==> src/rtl/multicycle_controller.sv <==
// rtl/multicycle_controller.sv - control FSM sequencing the multicycle MIPS datapath
//
// Purpose: Moore-style controller. One state per datapath step of lw, sw,
// R-type, beq, addi and j; outputs are decoded from the current state, with
// zero and mem_ready folded in where an access or branch resolves. A wait
// counter watches the memory states and aborts back to FETCH after
// MEM_TIMEOUT stalled cycles (0 turns the watchdog off).
//
// Optional feature: define BNE_EN to decode opcode 000101 (bne) as a branch
// taken on ~zero. Without it, 000101 is reported through illegal_op.
//
// Ports:
//   clk, reset            clock, synchronous active-high reset
//   opcode, func          IR[31:26], IR[5:0]
//   zero                  ALU zero flag
//   mem_ready             memory finishes the current access this cycle
//   ALU_control           010 add, 110 sub, 000 and, 001 or, 111 slt
//   IorD, ALUsrcA,
//   ALUsrcB, PCsrc        datapath mux selects
//   PCen, IRwrite,
//   MEMwrite, REGwrite    write/load enables
//   REGdist, MEMtoREG     register file destination / write-data selects
//   instr_done            pulse on the last cycle of an instruction
//   illegal_op            pulse in DECODE on an unsupported opcode
//   mem_timeout           pulse when the memory watchdog fires
module multicycle_controller #(
  parameter int unsigned MEM_TIMEOUT = 0
) (
  input  logic       clk,
  input  logic       reset,
  input  logic [5:0] opcode,
  input  logic [5:0] func,
  input  logic       zero,
  input  logic       mem_ready,
  output logic [2:0] ALU_control,
  output logic       IorD,
  output logic       ALUsrcA,
  output logic [1:0] ALUsrcB,
  output logic [1:0] PCsrc,
  output logic       PCen,
  output logic       IRwrite,
  output logic       MEMwrite,
  output logic       REGwrite,
  output logic       REGdist,
  output logic       MEMtoREG,
  output logic       instr_done,
  output logic       illegal_op,
  output logic       mem_timeout
);

  typedef enum logic [3:0] {
    FETCH   = 4'd0,
    DECODE  = 4'd1,
    MEMADR  = 4'd2,
    MEMRD   = 4'd3,
    MEMWB   = 4'd4,
    MEMWR   = 4'd5,
    EXECUTE = 4'd6,
    ALUWB   = 4'd7,
    BRANCH  = 4'd8,
    ADDIEX  = 4'd9,
    ADDIWB  = 4'd10,
    JUMP    = 4'd11
  } state_t;

  localparam logic [7:0] TO_LIMIT = 8'(MEM_TIMEOUT);

  state_t     state_q, state_d;
  logic [7:0] wait_cnt_q, wait_cnt_d;
  logic [1:0] alu_op;
  logic       mem_wait;
  logic       timeout_hit;
  logic       branch_taken;

`ifdef BNE_EN
  logic bne_q, bne_d;
`endif

  always_ff @(posedge clk) begin
    if (reset) begin
      state_q    <= FETCH;
      wait_cnt_q <= 8'd0;
`ifdef BNE_EN
      bne_q      <= 1'b0;
`endif
    end else begin
      state_q    <= state_d;
      wait_cnt_q <= wait_cnt_d;
`ifdef BNE_EN
      bne_q      <= bne_d;
`endif
    end
  end

  // States that can stall on the memory handshake.
  assign mem_wait    = (state_q == FETCH) || (state_q == MEMRD) || (state_q == MEMWR);
  assign timeout_hit = (TO_LIMIT != 8'd0) && mem_wait && (wait_cnt_q == TO_LIMIT);

`ifdef BNE_EN
  assign branch_taken = bne_q ? ~zero : zero;
`else
  assign branch_taken = zero;
`endif

  always_comb begin
    state_d     = state_q;
    alu_op      = 2'b00;
    IorD        = 1'b0;
    ALUsrcA     = 1'b0;
    ALUsrcB     = 2'b00;
    PCsrc       = 2'b00;
    PCen        = 1'b0;
    IRwrite     = 1'b0;
    MEMwrite    = 1'b0;
    REGwrite    = 1'b0;
    REGdist     = 1'b0;
    MEMtoREG    = 1'b0;
    instr_done  = 1'b0;
    illegal_op  = 1'b0;
    mem_timeout = 1'b0;
`ifdef BNE_EN
    bne_d       = bne_q;
`endif

    case (state_q)
      FETCH: begin
        ALUsrcB = 2'b01;
        IRwrite = mem_ready;
        PCen    = mem_ready;
        if (mem_ready) state_d = DECODE;
      end
      DECODE: begin
        // Branch target is computed here so BRANCH can load it from ALUOut.
        ALUsrcB = 2'b11;
`ifdef BNE_EN
        bne_d   = (opcode == 6'b000101);
`endif
        case (opcode)
          6'b100011, 6'b101011: state_d = MEMADR;
          6'b000000:            state_d = EXECUTE;
          6'b000100:            state_d = BRANCH;
`ifdef BNE_EN
          6'b000101:            state_d = BRANCH;
`endif
          6'b001000:            state_d = ADDIEX;
          6'b000010:            state_d = JUMP;
          default: begin
            illegal_op = 1'b1;
            instr_done = 1'b1;
            state_d    = FETCH;
          end
        endcase
      end
      MEMADR: begin
        ALUsrcA = 1'b1;
        ALUsrcB = 2'b10;
        // The IR still holds the opcode, so lw/sw is re-read rather than stored.
        state_d = (opcode == 6'b101011) ? MEMWR : MEMRD;
      end
      MEMRD: begin
        IorD = 1'b1;
        if (mem_ready) state_d = MEMWB;
      end
      MEMWB: begin
        REGwrite   = 1'b1;
        MEMtoREG   = 1'b1;
        instr_done = 1'b1;
        state_d    = FETCH;
      end
      MEMWR: begin
        IorD     = 1'b1;
        MEMwrite = 1'b1;
        if (mem_ready) begin
          instr_done = 1'b1;
          state_d    = FETCH;
        end
      end
      EXECUTE: begin
        ALUsrcA = 1'b1;
        alu_op  = 2'b10;
        state_d = ALUWB;
      end
      ALUWB: begin
        REGwrite   = 1'b1;
        REGdist    = 1'b1;
        instr_done = 1'b1;
        state_d    = FETCH;
      end
      BRANCH: begin
        ALUsrcA    = 1'b1;
        alu_op     = 2'b01;
        PCsrc      = 2'b01;
        PCen       = branch_taken;
        instr_done = 1'b1;
        state_d    = FETCH;
      end
      ADDIEX: begin
        ALUsrcA = 1'b1;
        ALUsrcB = 2'b10;
        state_d = ADDIWB;
      end
      ADDIWB: begin
        REGwrite   = 1'b1;
        instr_done = 1'b1;
        state_d    = FETCH;
      end
      JUMP: begin
        PCsrc      = 2'b10;
        PCen       = 1'b1;
        instr_done = 1'b1;
        state_d    = FETCH;
      end
      default: state_d = FETCH;
    endcase

    // Watchdog abort: drop the access without committing anything.
    if (timeout_hit) begin
      mem_timeout = 1'b1;
      PCen        = 1'b0;
      IRwrite     = 1'b0;
      MEMwrite    = 1'b0;
      instr_done  = 1'b0;
      state_d     = FETCH;
    end

    // Counter restarts on any state change and on a watchdog abort (which
    // may leave FETCH in FETCH); otherwise it counts stalled cycles.
    if ((state_d != state_q) || timeout_hit) begin
      wait_cnt_d = 8'd0;
    end else if (mem_wait && !mem_ready && (wait_cnt_q != 8'hFF)) begin
      wait_cnt_d = wait_cnt_q + 8'd1;
    end else begin
      wait_cnt_d = wait_cnt_q;
    end

    // Reset suppresses every side effect; selects keep decoding harmlessly.
    if (reset) begin
      PCen        = 1'b0;
      IRwrite     = 1'b0;
      MEMwrite    = 1'b0;
      REGwrite    = 1'b0;
      instr_done  = 1'b0;
      illegal_op  = 1'b0;
      mem_timeout = 1'b0;
    end
  end

  // ALUop / func to ALU_control, shared with the single-cycle controller.
  always_comb begin
    ALU_control = 3'b010;
    case (alu_op)
      2'b00: ALU_control = 3'b010;
      2'b01: ALU_control = 3'b110;
      default: begin
        case (func)
          6'b100000: ALU_control = 3'b010;
          6'b100010: ALU_control = 3'b110;
          6'b100100: ALU_control = 3'b000;
          6'b100101: ALU_control = 3'b001;
          6'b101010: ALU_control = 3'b111;
          default:   ALU_control = 3'b010;
        endcase
      end
    endcase
  end

endmodule

==> config.mk <==
export PLATFORM = sky130hd
export DESIGN_NAME = multicycle_controller
export DESIGN_NICKNAME = d
export VERILOG_FILES = /design/src/rtl/multicycle_controller.sv
export SDC_FILE = /design/constraint.sdc
export NUM_CORES = 1
export LEC_CHECK = 0
export CAP_MARGIN = 15
export CORE_ASPECT_RATIO = 0.75
export CORE_MARGIN = 2
export CORE_UTILIZATION = 35
export CTS_BUF_LIST = sky130_fd_sc_hd__clkbuf_4 sky130_fd_sc_hd__clkbuf_8
export DETAILED_ROUTE_END_ITERATION = 10
export GPL_ROUTABILITY_DRIVEN = 0
export MAX_ROUTING_LAYER = met4
export PLACE_DENSITY_LB_ADDON = 0.12
export SLEW_MARGIN = 20
export SYNTH_ARGS = -nofsm -noshare
export SYNTH_HDL_FRONTEND = slang
export SYNTH_SLANG_ARGS = --single-unit
==> constraint.sdc <==
create_clock -name clk -period 1.7 [get_ports clk]
set_input_delay 0.34 -clock clk [delete_from_list [all_inputs] [get_ports clk]]
set_output_delay 0.34 -clock clk [all_outputs]
set_load 0.005 [all_outputs]
==> metrics, run 1 <==
outcome finished, violations left; failing checks negative setup slack; final antenna-violating net count 0; Max FO, Critical Path 6; buffers added on ports 32; critical-path cell list nand2b_4, or4b_4, or2_1, buf_2; I/O Pins 34; Pwr Total 419.5 uW; Area growth syn-to-layout 139.1%; met3 wire len 302 um; area leader, netlist dfxtp_1; max FFs per register 4; Leakage 0.6604 nW; VDD IR max 0.0001969 V; clk buf depth 2; Syn Area/Cell 6.565 um^2; Max Fclk 515.2 MHz; dpl ws -0.6884 ns; biggest regs state_q x4; highest-count cells in the layout ignoring fill and taps buf_4 (41), buf_6 (14), buf_2 (10); CP max stage cell or4b_4; Die Area 0.002098 mm^2; required time of the critical path 1.36 ns; TNS Setup -1.376 ns; CTS root buf clkbuf_4; post-synthesis cell area 610.6 um^2; largest net degree at the start of global routing 9; post-synthesis register bit count 4; number of antenna violations at the first check in global routing 0; CP startpoint kind register; drt pass-1 iters 4; clock slew at reported path FFs 0.04 ns; RSZ-0062 raised after global routing true; total core area 0.001692 mm^2; DRC errors left 0; Setup CP Type register to output port; main area contributors after synthesis dfxtp_1 (13%), nor3_1 (9.8%), nor2_1 (7.4%); number of hold violations in the final report 0; # clock sinks 4; fin crit share 114.2%; Total GRT Usage 26.34%; delay of the slowest cell on the worst path 0.50 ns; Initial Utilization 36.09%; NumNets Final 190; WP data arrival 1.60 ns; fin. max-slew vios 0; layout cell share with drive strength beyond 1 60.47%; Top FF cell, synth dfxtp_1; EDFF count, synth 0; TritonCTS clock tree yes; Worst Hold Class input pin to register; Yosys top cell area share 13.11%; number of antenna diodes 0; crit path time final 1.941 ns; ys async rst share 0%; setup violators final 9; chip width 52.23 um; most common cell after layout, fill and taps aside buf_4; MaxCap Viol Count 0; Largest Register state_q; highest routed metal layer met4; Cells after Synth 93; Synth Net Count 109; first-pass GRT wire length 3946 um; sequential cell area fraction in the yosys report 13.11%; remaining global-route overflow 0; initial drt markers 47; Routed Wire Length 3342 um; WL met1 1228 um; CTS H-tree depth 1; Distinct cells, synth 39; YS warnings 0; worst skew pair latency 0.24 ns; CTS Buf Count 3; met2 wire length 1742 um; skew final 0.007809 ns; cell row count 13; crit end category output port; average wire per standard cell 17.23 um; final setup margin -0.2409 ns; Vias per Instance 5.521; vias 1071; Die H 40.17 um; number of global-route vias before repair 917; DP Wirelength 1773 um; power per cell area 287.3 mW/mm^2
path summary, 6_finish.rpt:
path / startpoint / end / slack [ns] / cells after the start
worst max-delay path: state_q[0] / ALU_control[1] / -0.24 / 4
worst max register to register: state_q[2] / state_q[2] / 0.05 / 6
worst min register to register: state_q[0] / state_q[3] / 0.65 / 3
worst min-delay path: opcode[4] / state_q[1] / 0.52 / 4
report_power, final:
group          switching (mW)  leakage [nW]  internal [mW]  total (mW)
clock network          0.0416        0.0138         0.0791       0.121
registers             0.00558        0.0352         0.0934      0.0990
logic                  0.0882         0.611          0.112       0.200
total                   0.135         0.660          0.284       0.420
cell type report:
class / count / area, um^2
clock buffers: 3 / 22.52
fillers: 86 / 231.5
inverters: 5 / 18.77
multi-input cells: 76 / 594.3
flip-flops and latches: 4 / 92.59
well taps: 22 / 27.53
repair buffers: 84 / 704.4
routing by layer:
| layer | track usage, % | up-vias |
|---|---|---|
| met5 | - | - |
| met4 | 9.615 | 0 |
| met3 | 1.493 | 11 |
| met2 | 49.68 | 80 |
| met1 | 30.48 | 490 |
| li1 | - | 490 |
worst max-delay path, delay by kind of cell (launching register included):
kind	cells	cell delay, ns
flip-flops	1	0.37
buffers and inverters	1	0.12
AND/OR/NAND/NOR	3	0.87
synthesized netlist by cell type (all sizes together), types with 3 or more instances:
cell type   n
dfxtp       4
nor4        3
nand3       3
nor2       12
nand2b      5
buf         7
a21oi       5
inv         5
nor3       12
nand2       7
o21ai       3
kinds of logic (layout without fill, tap and decap cells):
family	count (synthesis)	count (layout)	share of synthesized area [%]
mux	1	1	1.844
other cells	1	1	0.6142
buf+inv	13	92	10.65
compound gates	19	19	22.34
xor+xnor	3	3	4.304
simple gates	52	52	47.13
flops	4	4	13.12
timing repair:
| item | in CTS | in global routing |
|---|---|---|
| resized for setup | 103 | 35 |
| buffers inserted | 11 | 8 |
| setup endpoints to repair | 18 | 14 |
| hold endpoints to repair | 0 | 0 |
| hold buffers | 0 | 0 |
| pin swaps | 11 | 13 |
through the flow:
| stage | instances | hold slack [ns] | area (um^2) | utilization [%] |
|---|---|---|---|---|
| global placement | 174 | 0.6518 | 1187 | 70.19 |
| floorplan | 93 | 0.5863 | 610.6 | - |
| global route | 194 | 0.5486 | 1460 | 86.32 |
| detailed placement | 174 | 0.6747 | 1187 | 70.19 |
| finish | 194 | 0.5219 | 1460 | 86.32 |
| CTS | 188 | 0.4311 | 1329 | 78.55 |
Power figures use the tool's default switching activity.
==> inputs of run 2 (changes only) <==
--- a/config.mk
+++ b/config.mk
@@ -8,12 +8,13 @@
 export CAP_MARGIN = 15
 export CORE_ASPECT_RATIO = 0.75
 export CORE_MARGIN = 2
-export CORE_UTILIZATION = 35
+export CORE_UTILIZATION = 25
 export CTS_BUF_LIST = sky130_fd_sc_hd__clkbuf_4 sky130_fd_sc_hd__clkbuf_8
 export DETAILED_ROUTE_END_ITERATION = 10
 export GPL_ROUTABILITY_DRIVEN = 0
 export MAX_ROUTING_LAYER = met4
 export PLACE_DENSITY_LB_ADDON = 0.12
+export SKIP_CTS_REPAIR_TIMING = 1
 export SLEW_MARGIN = 20
 export SYNTH_ARGS = -nofsm -noshare
 export SYNTH_HDL_FRONTEND = slang
==> metrics, run 2 (synthesis gave the netlist of run 1 again) <==
outcome finished, violations left; failing checks negative setup slack; remaining global-route overflow 0 (unchanged); Vias per Instance 4.676 (-15%); number of global-route vias before repair 731 (-20%); Largest Register state_q; crit end category output port; # clock sinks 4 (unchanged); CTS root buf clkbuf_4; I/O Pins 34 (unchanged); RSZ-0062 raised after global routing true; Max FO, Critical Path 4 (-2); MaxCap Viol Count 0 (unchanged); CP top delay family simple AND/OR/NAND/NOR gates; NumNets Final 169 (-11%); first-pass GRT wire length 3249 um (-18%); Leakage 0.7227 nW (+9.4%); CP Capture Point ALU_control[1]; Max Fclk 514.1 MHz (-0.22%); Sequential Area 92.59 um^2 (unchanged); chip width 61.07 um (+17%); post-route non-filler standard cell count 185 (-4.6%); fin. max-slew vios 0 (unchanged); final antenna-violating net count 0 (unchanged); number of antenna diodes 0 (unchanged); clk buf depth 2 (unchanged); Routed Wire Length 2256 um (-32%); clock slew at reported path FFs 0.04 ns (about the same); Total GRT Usage 15.87% (-10 points); Reg-to-Reg Start state_q[3]; number of hold violations in the final report 0 (unchanged); largest net degree at the start of global routing 11 (+2); TritonCTS clock tree yes; fin crit share 114.4% (+0.25 points); Setup CP Type register to output port; Initial Utilization 26.45% (-9.6 points); Multi-input gate area 540.5 um^2 (-9.1%); setup violators final 6 (-3); max FFs per register 4 (unchanged); FF-to-FF End state_q[1]; worst skew pair latency 0.23 ns (about the same); drt pass-1 iters 4 (unchanged); Area growth syn-to-layout 112.9%; Die H 46.80 um (+17%); Worst R2R Path Depth 6 (unchanged); WP data arrival 1.61 ns (about the same); total core area 0.002308 mm^2 (+36%); CP startpoint state_q[0]; final setup margin -0.2452 ns (-0.004320 ns); buffers added on ports 32 (unchanged); worst reg2reg setup slack 0.22 ns (+0.17 ns); Worst Hold Class input pin to register; CP max stage cell or4b_4; number of antenna violations at the first check in global routing 0 (unchanged); layout cell share with drive strength beyond 1 41.06% (-19 points); highest-count cells in the layout ignoring fill and taps buf_4 (25), dlymetal6s2s_1 (17), nor2_1 (10); average wire per standard cell 12.19 um (-29%); WP buf/inv 1 (unchanged); Inst Count DP 180 (+3.4%); vias 865 (-19%); cell row count 15 (+2); skew final 0.0008878 ns (-0.006922 ns); CTS Buf Count 3 (unchanged); required time of the critical path 1.36 ns (about the same); DRC errors left 0 (unchanged); crit path time final 1.945 ns (+0.004320 ns); biggest regs state_q x4; initial drt markers 29 (-38%); CP startpoint kind register; Die Area 0.002858 mm^2 (+36%); Worst path depth 4 (unchanged); Filler cells 220 (+160%); VDD IR max 0.0001066 V (-46%); most common cell after layout, fill and taps aside buf_4; DP Wirelength 1686 um (-4.9%); critical-path cell list nand2b_4, or4b_4, or2_1, clkbuf_2; power per cell area 293.0 mW/mm^2 (+2.0%); CTS H-tree depth 1 (unchanged); final core utilization 56.31% (-30 points); delay of the slowest cell on the worst path 0.54 ns (+0.04 ns)
==> run 2: how the worst min path moves through the flow <==
stage                       to  cells after the start  slack [ns]  startpoint
floorplan           state_q[2]                      3        0.59   mem_ready
global placement    state_q[2]                      2        0.72  state_q[1]
detailed placement  state_q[2]                      2        0.72  state_q[1]
CTS                 state_q[2]                      2        0.73  state_q[1]
global route        state_q[1]                      3        0.56       reset
finish              state_q[1]                      3        0.56       reset
==> run 2: per-stage QoR <==
stage	hold WS [ns]	worst slack, ns	total power [mW]	cell area [um^2]	TNS, ns
3_3_place_gp	0.7191	-0.6677	0.2489	1145	-5.475
5_1_grt	0.5646	-0.3058	0.4100	1300	-1.306
6_report	0.5564	-0.2452	0.3809	1300	-0.7709
2_1_floorplan	0.5863	0.05561	0.1499	610.6	0
3_5_place_dp	0.7216	-0.6846	0.2496	1145	-5.510
4_1_cts	0.7322	-0.7249	0.3754	1167	-8.001
==> run 2: where the power goes <==
| group | switching (mW) | total (mW) | internal [mW] |
|---|---|---|---|
| Clock | 0.0424 | 0.122 | 0.0792 |
| Combinational | 0.0673 | 0.162 | 0.0951 |
| Sequential | 0.00371 | 0.0969 | 0.0932 |
==> run 2: routing by layer <==
metal / GRT usage [%] / wire length, um
met2: 20.21 / 1000
met4: 5.217 / 0
met1: 25.04 / 1166
met3: 1.653 / 89
met5: - / 0
==> run 2: cell type report <==
class	count	share of cell area (%)
Tap cell	34	3.272
Sequential cell	4	7.122
Clock buffer	3	1.732
Inverter	5	1.444
Multi-Input combinational cell	76	41.58
Timing Repair Buffer	63	44.85
==> run 2: worst reg2reg max path, stage by stage (launching register included) <==
cell and delay [ns]:
dfxtp_2 0.34, buf_6 0.15, buf_4 0.16, nor3b_1 0.21
a21oi_1 0.07, or3_1 0.31, a31oi_1 0.16
==> inputs of run 3 (changes only) <==
--- a/config.mk
+++ b/config.mk
@@ -10,6 +10,7 @@
 export CORE_MARGIN = 2
 export CORE_UTILIZATION = 25
 export CTS_BUF_LIST = sky130_fd_sc_hd__clkbuf_4 sky130_fd_sc_hd__clkbuf_8
+export CTS_CLUSTER_DIAMETER = 80
 export DETAILED_ROUTE_END_ITERATION = 10
 export GPL_ROUTABILITY_DRIVEN = 0
 export MAX_ROUTING_LAYER = met4
==> results of run 3 <==
No change in the layout: final DEF, timing and power equal those of run 2.
==> RTL edit 1 (flow settings as in run 3) <==
Add a define of `BNE_EN`.
--- a/src/rtl/multicycle_controller.sv
+++ b/src/rtl/multicycle_controller.sv
@@ -23,6 +23,8 @@
 //   instr_done            pulse on the last cycle of an instruction
 //   illegal_op            pulse in DECODE on an unsupported opcode
 //   mem_timeout           pulse when the memory watchdog fires
+`define BNE_EN
+
 module multicycle_controller #(
   parameter int unsigned MEM_TIMEOUT = 0
 ) (
Function: changed (Yosys sat finds a counterexample within 4 cycles, from zero or initial values and one cycle with reset high).
==> RTL edit 1 against run 3 <==
- the run still ends with setup timing left
- area after synthesis increased by 14%
- critical path type unchanged
- count of clock-buffer cells in the layout grew 1
- total power up 61%
- cell area rose by 20%
- clock skew increased by 0.00060 ns
- fmax rose by 1.7%
- final cell count is 14% higher
- worst setup slack gained 0.033 ns
- routed wire length grew 36%
- sequential cell count is 1 higher
- critical endpoint unchanged
- non-clock buffer count up 14
==> RTL edit 1: results (changes against run 3) <==
{| class="wikitable"
! Metric !! Value
|-
| Buffer cell driving the clock tree root || sky130_fd_sc_hd__clkbuf_8
|-
| Crit Reg-Reg Startpoint || state_q[2]
|-
| Worst Setup Slack post-DPL || -0.8213 ns (-0.1367 ns)
|-
| Sequential area share after synthesis || 14.39% (+1.3 points)
|-
| Via count normalized by instance count || 5.033 (+7.6%)
|-
| Violated checks || setup timing
|-
| Post-route setup slack || -0.2125 ns (+0.03268 ns)
|-
| Hold Startpoint || opcode[4]
|-
| Capturing point of the worst reg2reg path || state_q[0]
|-
| Worst IR Drop VDD || 187.5 uV (+76%)
|-
| Hold-critical path depth || 4 (+1)
|-
| Final number of setup-violating endpoints || 9 (+3)
|-
| WL/cell || 14.65 um (+20%)
|-
| Layout cell share with drive strength beyond 1 || 51.72% (+11 points)
|-
| Run status || complete, but fails checks
|-
| Number of different library cells in the post-synthesis netlist || 37 (-5.1%)
|-
| Detailed Place HPWL || 1980 um (+17%)
|-
| Vias in the first global route || 914 (+25%)
|-
| Endpoint of the worst hold path || state_q[3]
|-
| Initial DRC count || 49 (+69%)
|-
| Overall fraction of global-route tracks in use || 17.47% (+1.6 points)
|-
| Final-layout worst hold slack || 0.4717 ns (-0.08478 ns)
|-
| CP max FO || 3 (-1)
|-
| Top post-synthesis cells by count || sky130_fd_sc_hd__nor2_1, sky130_fd_sc_hd__nor2b_1, sky130_fd_sc_hd__nor3_1
|-
| Net count after synthesis || 118 (+8.3%)
|}
==> RTL edit 1: worst min-delay path, stage by stage <==
cell	delay, ns
sky130_fd_sc_hd__dlymetal6s2s_1	0.13
sky130_fd_sc_hd__nor2_2	0.06
sky130_fd_sc_hd__o311ai_2	0.07
sky130_fd_sc_hd__a21oi_1	0.06
==> RTL edit 1: cells by family after synthesis <==
| kind of cell | after synthesis | share of synthesized area [%] |
|---|---|---|
| multiplexers | 1 | 1.439 |
| AO/OA/AOI/OAI | 25 | 23.56 |
| flip-flops | 5 | 14.39 |
| XOR/XNOR | 3 | 3.778 |
| other | 1 | 0.5391 |
| buffers and inverters | 11 | 8.093 |
| AND/OR/NAND/NOR | 56 | 48.20 |
==> RTL edit 1: worst max path at each step <==
stage          startpoint             end  slack (ns)  depth (start not counted)
2_1_floorplan  state_q[2]  ALU_control[1]         0.1                          4
3_3_place_gp    opcode[3]      instr_done       -0.76                          6
3_5_place_dp    opcode[0]      instr_done       -0.82                          6
4_1_cts         opcode[0]      instr_done       -0.85                          6
5_1_grt         opcode[1]      instr_done       -0.28                          8
6_report       state_q[0]  ALU_control[1]       -0.21                          4
==> RTL edit 1: where the power goes <==
part | total [mW] | internal, mW | switching, mW
Sequential | 0.124 | 0.121 | 0.00371
Clock | 0.254 | 0.178 | 0.0756
Combinational | 0.235 | 0.133 | 0.103
==> RTL edit 1: through the flow <==
step           TNS, ns  util, %  std cells
5_1_grt         -1.649    59.35        210
4_1_cts         -7.912    50.19        199
3_3_place_gp    -5.931    48.33        195
3_5_place_dp    -5.894    48.33        195
2_1_floorplan        0        -        102
6_report        -1.081    59.35        210
==> RTL edit 1: layer usage <==
metal / vias up / GRT usage, % / wire length, um
met4: 0 / 4.965 / 51
met5: - / - / 0
met1: 516 / 24.45 / 1416
met3: 5 / 4.338 / 160
met2: 25 / 24.74 / 1449
li1: 511 / - / -
==> RTL edit 1: final cells by class <==
| class | count | area (um2) |
|---|---|---|
| Clock buffer | 4 | 48.80 |
| Fill cell | 237 | 1066 |
| Inverter | 2 | 7.507 |
| Multi-Input combinational cell | 86 | 674.4 |
| Sequential cell | 5 | 107.6 |
| Tap cell | 36 | 45.04 |
| Timing Repair Buffer | 77 | 673.1 |
==> RTL edit 2 (flow settings as in run 3) <==
Without the edit above. Re-encode `state_t` (12 states) as one-hot, 12 bits wide.
--- a/src/rtl/multicycle_controller.sv
+++ b/src/rtl/multicycle_controller.sv
@@ -48,19 +48,19 @@
   output logic       mem_timeout
 );
 
-  typedef enum logic [3:0] {
-    FETCH   = 4'd0,
-    DECODE  = 4'd1,
-    MEMADR  = 4'd2,
-    MEMRD   = 4'd3,
-    MEMWB   = 4'd4,
-    MEMWR   = 4'd5,
-    EXECUTE = 4'd6,
-    ALUWB   = 4'd7,
-    BRANCH  = 4'd8,
-    ADDIEX  = 4'd9,
-    ADDIWB  = 4'd10,
-    JUMP    = 4'd11
+  typedef enum logic [11:0] {
+    FETCH   = 12'b000000000001,
+    DECODE  = 12'b000000000010,
+    MEMADR  = 12'b000000000100,
+    MEMRD   = 12'b000000001000,
+    MEMWB   = 12'b000000010000,
+    MEMWR   = 12'b000000100000,
+    EXECUTE = 12'b000001000000,
+    ALUWB   = 12'b000010000000,
+    BRANCH  = 12'b000100000000,
+    ADDIEX  = 12'b001000000000,
+    ADDIWB  = 12'b010000000000,
+    JUMP    = 12'b100000000000
   } state_t;
 
   localparam logic [7:0] TO_LIMIT = 8'(MEM_TIMEOUT);
Formal check against the unedited RTL: same outputs for any inputs over 10 cycles, from zero or initial values and one cycle with reset high; not proved beyond that.
==> RTL edit 2 against run 3 <==
- the run still ends with setup timing left
- total power increased by 120%
- count of clock-buffer cells in the layout is the same
- area after synthesis rose by 52%
- sequential cell count is 8 higher
- routed wire length rose by 62%
- worst setup slack got worse by 0.68 ns
- hold slack lost 0.098 ns
- cell area increased by 55%
- critical path depth up 3
- synthesized cell count increased by 30%
- largest cell class is now multi-input combinational cells
==> RTL edit 2: results (changes against run 3) <==
{| class="wikitable"
! Metric !! Value
|-
| Run status || complete, but fails checks
|-
| Violated checks || setup timing
|-
| Leakage power of the design || 0.9154 nW (+27%)
|-
| Total Negative Setup Slacks || -8.278 ns (-7.507 ns)
|-
| Routed length on met1 || 1657 um (+42%)
|-
| Final net count || 232 (+37%)
|-
| Top post-synthesis cells by count || sky130_fd_sc_hd__nor3_1, sky130_fd_sc_hd__dfxtp_1, sky130_fd_sc_hd__nor2_1
|-
| Vias in the first global route || 1214 (+66%)
|-
| Setup clock skew after layout || 0.003019 ns (+0.002131 ns)
|-
| Net count after synthesis || 137 (+26%)
|-
| WL/cell || 13.73 um (+13%)
|-
| Via count normalized by instance count || 4.797 (+2.6%)
|-
| Initial DRC count || 37 (+28%)
|-
| Initial antenna violation count || 0 (unchanged)
|-
| Clk pwr share || 29.8% (-2.1 points)
|-
| Number of different library cells in the post-synthesis netlist || 43 (+10%)
|-
| Detailed-routed wire length on met2 || 1826 um (+83%)
|-
| Top Layer Used || met4
|-
| Amount of wire on met3 after detailed routing || 131 um (+47%)
|-
| Cell types with the largest area share after synthesis || sky130_fd_sc_hd__dfxtp_1, sky130_fd_sc_hd__nor3_1, sky130_fd_sc_hd__nor3b_1, sky130_fd_sc_hd__nor2_1, sky130_fd_sc_hd__nand4_1
|-
| Maximum cell stage delay along the critical path || 0.57 ns (+0.03 ns)
|-
| Largest registers || state_q (12)
|-
| Buffer cell driving the clock tree root || sky130_fd_sc_hd__clkbuf_8
|-
| Proportion of synthesized area in mux cells || 0% (-1.8 points)
|-
| Flop pwr share || 34.8% (+9.4 points)
|-
| Footprint of the multi-input gates || 880.8 um2 (+63%)
|-
| Compound-Gate Fraction of Synth Area || 12.65% (-9.7 points)
|-
| Detailed Place HPWL || 2792 um (+66%)
|-
| Area share of xor/xnor cells in the synthesized design || 4.711% (+0.41 points)
|-
| Power spent charging and discharging nets || 0.2225 mW (+96%)
|-
| Wire length of the first global-routing pass || 5547 um (+71%)
|-
| Cell area reported after detailed placement || 0.001703 mm2 (+49%)
|-
| Global routing usage on met3 || 3.591% (+1.9 points)
|-
| Fraction of met2 tracks used by global routing || 27.81% (+7.6 points)
|-
| Final number of setup-violating endpoints || 21 (+15)
|-
| Layout cell share with drive strength beyond 1 || 62.15% (+21 points)
|-
| Post-route setup slack || -0.9235 ns (-0.6783 ns)
|-
| CP max FO || 3 (-1)
|-
| Overall fraction of global-route tracks in use || 17.53% (+1.7 points)
|-
| Critical Path AT || 2.28 ns (+0.67 ns)
|-
| Synthesized area per cell || 7.683 um2 (+17%)
|-
| Clk power || 0.247 mW (+100%)
|-
| Post-Place Cells || 252 (+40%)
|-
| GRT met1 Usage || 23.16% (-1.9 points)
|}
-- RTL edit 2: cell count changes after synthesis, moves of 3 or more --
| cell | before | now |
|---|---|---|
| sky130_fd_sc_hd__nor3b_1 | 1 | 6 |
| sky130_fd_sc_hd__dfxtp_1 | 4 | 12 |
| sky130_fd_sc_hd__nand3_1 | 3 | 7 |
| sky130_fd_sc_hd__buf_2 | 4 | 1 |
| sky130_fd_sc_hd__nand4_1 | 0 | 6 |
-- RTL edit 2: final timing paths --
path	from	endpoint	slack (ns)	cells after the start
max	state_q[3]	ALU_control[2]	-0.92	7
min	opcode[1]	state_q[6]	0.46	3
max reg2reg	state_q[3]	state_q[0]	-0.25	7
min reg2reg	state_q[9]	state_q[10]	0.65	3
-- RTL edit 2: final cells by class --
cell class              instances  area share [%]
well taps                      52           3.234
multi-input cells              99           43.78
flip-flops and latches         12           12.31
clock buffers                   3           2.052
inverters                       4          0.7463
repair buffers                 96           37.87
